`config.mk`:
```
export PLATFORM = sky130hd
export DESIGN_NAME = dmux1_8e_deser
export DESIGN_NICKNAME = d
export VERILOG_FILES = /design/src/rtl/dmux1_8e_deser.sv
export SDC_FILE = /design/constraint.sdc
export NUM_CORES = 1
export LEC_CHECK = 0
export ABC_AREA = 1
export ABC_CLOCK_PERIOD_IN_PS = 2000
export CAP_MARGIN = 0
export CORE_MARGIN = 5
export CORE_UTILIZATION = 52
export CTS_CLUSTER_DIAMETER = 80
export DETAILED_ROUTE_END_ITERATION = 10
export PLACE_DENSITY = 0.8
export SYNTH_ARGS = -nofsm -noshare
export SYNTH_HDL_FRONTEND = slang
export SYNTH_SLANG_ARGS = --single-unit
```
`constraint.sdc`:
```
create_clock -name C -period 2 [get_ports C]
set_input_delay 0.4 -clock C [delete_from_list [all_inputs] [get_ports C]]
set_output_delay 0.4 -clock C [all_outputs]
set_load 0.03 [all_outputs]
```
`src/rtl/dmux1_8e_deser.sv`:
```
// Serial-to-8-bit deserializer for the enabled 8:1 mux stream. The frame is presented 1 cycle after its last bit is sampled.
// No backpressure: bits are captured only when E=1. Define DMUX_SEL_OUT_EN to expose the slot counter on S0..S2.
module dmux1_8e_deser #(
    parameter logic [7:0] INIT_O = 8'h00
) (
    input  logic C,
    input  logic R,
    input  logic D,
    input  logic E,
    input  logic SYNC,
    output logic O0,
    output logic O1,
    output logic O2,
    output logic O3,
    output logic O4,
    output logic O5,
    output logic O6,
    output logic O7,
    output logic VLD,
`ifdef DMUX_SEL_OUT_EN
    output logic S0,
    output logic S1,
    output logic S2,
`endif
    output logic ERR
);

    logic [2:0] cnt;
    logic [2:0] slot;
    logic [7:0] shreg;
    logic [7:0] frame_q;
    logic       last_slot;

    // SYNC re-anchors the current bit to slot 0, even mid-frame.
    always_comb begin
        slot      = SYNC ? 3'd0 : cnt;
        last_slot = E && (slot == 3'd7);
    end

    always_ff @(posedge C) begin
        if (R) begin
            cnt     <= 3'd0;
            shreg   <= 8'h00;
            frame_q <= INIT_O;
            VLD     <= 1'b0;
            ERR     <= 1'b0;
        end else begin
            VLD <= last_slot;
            ERR <= SYNC && (cnt != 3'd0);
            if (E) begin
                shreg[slot] <= D;
                cnt         <= slot + 3'd1;
            end else if (SYNC) begin
                cnt <= 3'd0;
            end
            // The bit arriving in slot 7 bypasses the buffer.
            if (last_slot) begin
                frame_q <= {D, shreg[6:0]};
            end
        end
    end

    assign {O7, O6, O5, O4, O3, O2, O1, O0} = frame_q;

`ifdef DMUX_SEL_OUT_EN
    assign S0 = cnt[0];
    assign S1 = cnt[1];
    assign S2 = cnt[2];
`endif

endmodule

```
# ---- Yosys cells after proc, flatten, opt, wreduce, memory -nomap -nowiden
# Cells that the tools add are included.
# W data, S select, Z words.
dict set report op_classes {
  addsub 1
  magnitude_cmp 2
  n_eq_ne 1
  n_mux 5
  n_reduce_logical 4
}
# cell n
set op_table {}
lappend op_table {{$bwmux W8} 1}
lappend op_table {{$mux W3} 2}
lappend op_table {{$lt A3 B4 Y1 const B} 1}
lappend op_table {{$add A3 B1 Y3 const B} 1}
lappend op_table {{$demux W1 S3} 1}
lappend op_table {{$eq A3 B3 Y1 const B} 1}
lappend op_table {{$ge A3 B1 Y1 const B} 1}
lappend op_table {{$logic_and A1 B1 Y1} 3}
lappend op_table {{$reduce_bool A3 Y1} 1}
lappend op_table {{$mux W1} 1}
dict set report totals {
  regBits 21
  inputBits 5
  out_inout_bits 10
  wordCells 18
}

# ---- Longest topological paths before layout
dict set report depth {
  word_depth 6
  mapped_depth 8
}

# ---- Worst setup path before layout
# OpenSTA, ideal clock, no wires.
dict set report synth_path {
  kind {input to register}
  from {input port SYNC}
  to {register frame_q[7]}
  setup_time_ns 0.125
  arrival_ns 1.232
  required_time_ns 1.875
  setup_slack_ns 0.644
  cell_stages 8
  path_buffers 0
  cell_sequence {inv_2 -> nand2_1 -> inv_1 -> ha_1 -> nand2_1 -> inv_2 -> o21ai_0 -> a21oi_1}
}
dict set report synth_between {
  elab_chain_len 3
}
# element line_no
set synth_lines {}
lappend synth_lines {{start, declared} 10} ;# input logic SYNC,
lappend synth_lines {{$mux W3} --}
lappend synth_lines {{$eq A3 B3 Y1} 37} ;# last_slot = E && (slot == 3'd7);
lappend synth_lines {{$logic_and A1 B1 Y1} 37}
lappend synth_lines {{end signal, assigned} 58} ;# frame_q <= {D, shreg[6:0]};
lappend synth_lines {{end, declared} 31} ;# logic [7:0] frame_q;
# Every way passes these cells.
# A chain may end at the register's enable or synchronous reset.

# ---- Worst setup path in the final report
dict set report layout_path {
  from {register frame_q[6]}
  to {output port O6}
}
# element line_no
set layout_lines {}
lappend layout_lines {{end, declared} 17} ;# output logic O6,
# No word-level cell between the ends.

==> report_table.html <==
<table>
<tr><th>Metric</th><th>Value</th></tr>
<tr><th colspan="2">Synthesis</th></tr>
<tr><td>Count of distinct cell types in the synthesized netlist</td><td>12</td></tr>
<tr><td>Number of flops mapped to enable cells by yosys</td><td>0</td></tr>
<tr><td>Net Count, Synth</td><td>between 100 and 150</td></tr>
<tr><td>Library cell with the largest summed area after synthesis</td><td>sky130_fd_sc_hd__dfxtp_1</td></tr>
<tr><td>Share of Yosys cell area claimed by the top area cell type</td><td>around half</td></tr>
<tr><td>Most used DFF post-synth</td><td>sky130_fd_sc_hd__dfxtp_1</td></tr>
<tr><td>Synth Warn #</td><td>0</td></tr>
<tr><td>Top area cells in the synthesized netlist</td><td>sky130_fd_sc_hd__dfxtp_1 51%, sky130_fd_sc_hd__nor2_1 16%, sky130_fd_sc_hd__nand2_1 8.1%</td></tr>
<tr><td>Number of flip-flops and latches in the synthesized netlist</td><td>20</td></tr>
<tr><td>Fraction of synthesis flops using an asynchronous set or reset pin</td><td>0%</td></tr>
<tr><td>Syn Inst Count</td><td>between 100 and 150</td></tr>
<tr><td>Mean area per synthesized cell</td><td>roughly 7.4 um2</td></tr>
<tr><td>Share of the yosys chip area belonging to registers</td><td>50.9%</td></tr>
<tr><td>Commonest cells post-synth</td><td>33 x sky130_fd_sc_hd__nor2_1, 20 x sky130_fd_sc_hd__dfxtp_1, 17 x sky130_fd_sc_hd__nand2_1</td></tr>
<tr><td>Netlist Area Pre-Place</td><td>787 um2</td></tr>
<tr><td>Most instantiated library cell after synthesis</td><td>sky130_fd_sc_hd__nor2_1</td></tr>
<tr><th colspan="2">Final layout</th></tr>
<tr><td>Final Instance Area</td><td>around 970 um2</td></tr>
<tr><td>Share of cells above drive strength 1</td><td>roughly 6.5%</td></tr>
<tr><td>Synth-to-layout area growth</td><td>23.5%</td></tr>
<tr><td>N_diodes</td><td>0</td></tr>
<tr><td>Final nets</td><td>132</td></tr>
<tr><th colspan="2">Floorplanning</th></tr>
<tr><td>Effective utilization at floorplan</td><td>between 50% and 60%</td></tr>
<tr><td>Chip height</td><td>48.9 um</td></tr>
<tr><td>Standard cell core area</td><td>around 1500 um2</td></tr>
<tr><td>I/O Pins</td><td>15</td></tr>
<tr><td>Die Footprint</td><td>~2400 um2</td></tr>
<tr><td>Die extent in x</td><td>about 50 um</td></tr>
<tr><td>Standard-cell row count</td><td>14</td></tr>
<tr><th colspan="2">Worst setup path</th></tr>
<tr><td>Dominant delay contributor by cell family on the critical path</td><td>buffers and inverters</td></tr>
<tr><td>CP max-delay cell</td><td>sky130_fd_sc_hd__clkdlybuf4s50_1</td></tr>
<tr><td>Crit. End Element</td><td>primary output</td></tr>
<tr><td>CP Buf/Inv Count</td><td>1</td></tr>
<tr><td>Kind of critical path</td><td>register to primary output</td></tr>
<tr><td>Critical path startpoint category</td><td>register</td></tr>
<tr><td>Data arrival time of the critical path</td><td>~1.4 ns</td></tr>
<tr><td>Largest fanout on the critical path</td><td>2</td></tr>
<tr><td>Cell-by-cell listing of the critical path</td><td>clkdlybuf4s50_1</td></tr>
<tr><td>Required arrival time at the worst endpoint</td><td>~1.6 ns</td></tr>
<tr><td>Critical Path Max Stage Delay</td><td>~0.7 ns</td></tr>
<tr><th colspan="2">Power and ir drop</th></tr>
<tr><td>Power Density</td><td>about 670 nW/um2</td></tr>
<tr><td>Static leakage power</td><td>~0.4 nW</td></tr>
<tr><td>IR Drop Worst-Case VDD</td><td>between 0.0003 and 0.0004 V</td></tr>
<tr><th colspan="2">Detailed routing</th></tr>
<tr><td>Antenna Violating Nets Remaining</td><td>0</td></tr>
<tr><td>Number of detailed-route iterations in the first pass</td><td>6</td></tr>
<tr><td>Drc violations</td><td>0</td></tr>
<tr><td>Vias</td><td>~730</td></tr>
<tr><td>Per-cell via count in the routed design</td><td>between 5 and 6</td></tr>
<tr><td>Total wire length after detailed routing</td><td>roughly 1600 um</td></tr>
<tr><td>Number of DRC markers in iteration 0</td><td>17</td></tr>
<tr><td>Average wire per standard cell</td><td>roughly 11 um</td></tr>
<tr><th colspan="2">Clock network</th></tr>
<tr><td>Clock latency on the worst-skew pair</td><td>0.30 ns</td></tr>
<tr><td>CTS max path bufs</td><td>2</td></tr>
<tr><td># clock sinks</td><td>20</td></tr>
<tr><td>Buffer count from post-CTS setup fixing</td><td>0</td></tr>
<tr><td>Post-CTS sizing</td><td>0</td></tr>
<tr><td>Number of buffers inserted for hold repair after clock tree synthesis</td><td>0</td></tr>
<tr><td>TritonCTS clock tree</td><td>done</td></tr>
<tr><td>TritonCTS buffer count</td><td>3</td></tr>
<tr><td>CTS root buf</td><td>sky130_fd_sc_hd__clkbuf_4</td></tr>
<tr><td>Clock slew at the register clock pins of the worst setup and hold paths</td><td>~0.10 ns</td></tr>
<tr><td>Number of H-tree levels</td><td>1</td></tr>
<tr><th colspan="2">Timing</th></tr>
<tr><td>Worst Tran Pin Value</td><td>between 0.4 and 0.5 ns</td></tr>
<tr><td>Setup Skew</td><td>roughly 0.0018 ns</td></tr>
<tr><td>Final worst path period share</td><td>87.6%</td></tr>
<tr><td>Slew HR</td><td>a little over two thirds</td></tr>
<tr><td>Unrepaired setup endpoints after global routing</td><td>false</td></tr>
<tr><td>Number of hold-slack violations in the final timing report</td><td>0</td></tr>
<tr><td>Post-layout minimum cycle time</td><td>around 1.8 ns</td></tr>
<tr><td>Highest Clock Rate</td><td>between 500 and 600 MHz</td></tr>
<tr><td>Setup TNS Final</td><td>0 ns</td></tr>
<tr><td>Number of setup violations in the final report</td><td>0</td></tr>
<tr><td>Max Transition Viols Final</td><td>0</td></tr>
<tr><th colspan="2">Placement</th></tr>
<tr><td>RePlAce Congestion</td><td>0.872</td></tr>
<tr><td>Final HPWL DP</td><td>~1100 um</td></tr>
<tr><td>Number of buffers inserted by port buffering</td><td>14</td></tr>
<tr><td>Placement Cell Area</td><td>about 950 um2</td></tr>
<tr><th colspan="2">GRT</th></tr>
<tr><td>Antenna violations before repair</td><td>0</td></tr>
<tr><td>Remaining global-route overflow</td><td>0</td></tr>
<tr><td>Number of global-route vias before repair</td><td>between 600 and 700</td></tr>
<tr><td>First-pass GRT wire length</td><td>approximately 2700 um</td></tr>
<tr><td>Largest net degree at the start of global routing</td><td>19</td></tr>
<tr><td>GRT Overall Usage</td><td>a little over an eighth</td></tr>
<tr><th colspan="2">Status</th></tr>
<tr><td>Status</td><td>finished clean</td></tr>
<tr><th colspan="2">Hold path</th></tr>
<tr><td>Type of the tightest min-delay check</td><td>register to register</td></tr>
<tr><th colspan="2">Flow run</th></tr>
<tr><td>Max-cap violation count</td><td>0</td></tr>
</table>
[sequential cells by signal, summed over array words and instances, names as in the netlist]
register / count
ERR: 1
shreg: 7
frame_q: 8
cnt: 3
VLD: 1
[layout by cell type (no fill, tap or decap), drive strengths merged]
cell type	Yosys	layout
nor2	33	33
dfxtp	20	20
nand2	17	17
clkdlybuf4s50	0	14
o21ai	11	11
a21oi	9	9
inv	8	8
nand3	7	7
clkbuf	0	3
ha	1	1
buf	1	1
[cells by family (layout without fill, tap and decap cells)]
logic type / after synthesis / count (layout) / synth area share [%]
buf+inv: 9 / 26 / 4.45
flops: 20 / 20 / 50.9
fa+ha+maj: 1 / 1 / 1.59
compound gates: 20 / 20 / 14.1
simple gates: 57 / 57 / 28.9
[area by class of cell]
cell class / instances / area, um2
Multi-Input combinational cell: 78 / 352
Timing Repair Buffer: 15 / 148
Inverter: 8 / 30.0
Sequential cell: 20 / 400
Clock buffer: 3 / 22.5
Tap cell: 16 / 20.0
Fill cell: 130 / 499
[report_power, final]
group	leakage (nW)	internal, mW	switching [mW]	total (mW)
clock	0.0138	0.0704	0.118	0.188
sequential	0.162	0.405	0.00575	0.411
combinational	0.224	0.0219	0.0338	0.0557
[layer usage]
layer | track usage (%) | up-vias | routed length (um)
li1 | - | 377 | -
met1 | 17.4 | 329 | 699
met2 | 21.3 | 18 | 776
met3 | 3.67 | 5 | 85
met4 | 6.73 | 0 | 34
met5 | 0 | - | 0
[path summary, 6_finish.rpt]
kind                                         startpoint                       to  slack [ns]  cells past startpoint
worst max-delay path            frame_q[6]$_SDFFE_PP0P_                       O6        0.25                      1
worst min-delay path            frame_q[5]$_SDFFE_PP0P_  frame_q[5]$_SDFFE_PP0P_        0.49                      2
worst max register to register        cnt[0]$_SDFF_PP0_  frame_q[7]$_SDFFE_PP0P_        0.53                      7
worst min register to register  frame_q[5]$_SDFFE_PP0P_  frame_q[5]$_SDFFE_PP0P_        0.49                      2
[stage by stage]
stage	std cells	setup slack (ns)	hold WS, ns	util (%)	total power [mW]
after floorplan	107	0.644	0.446	-	0.456
after global placement	137	0.0660	0.462	64.5	0.474
after detailed placement	137	-0.0121	0.473	64.5	0.475
after CTS	140	0.253	0.494	66.1	0.653
after global routing	140	0.113	0.523	66.1	0.681
final	140	0.247	0.490	66.1	0.655
Note: power is estimated with default switching activity, not from simulation.
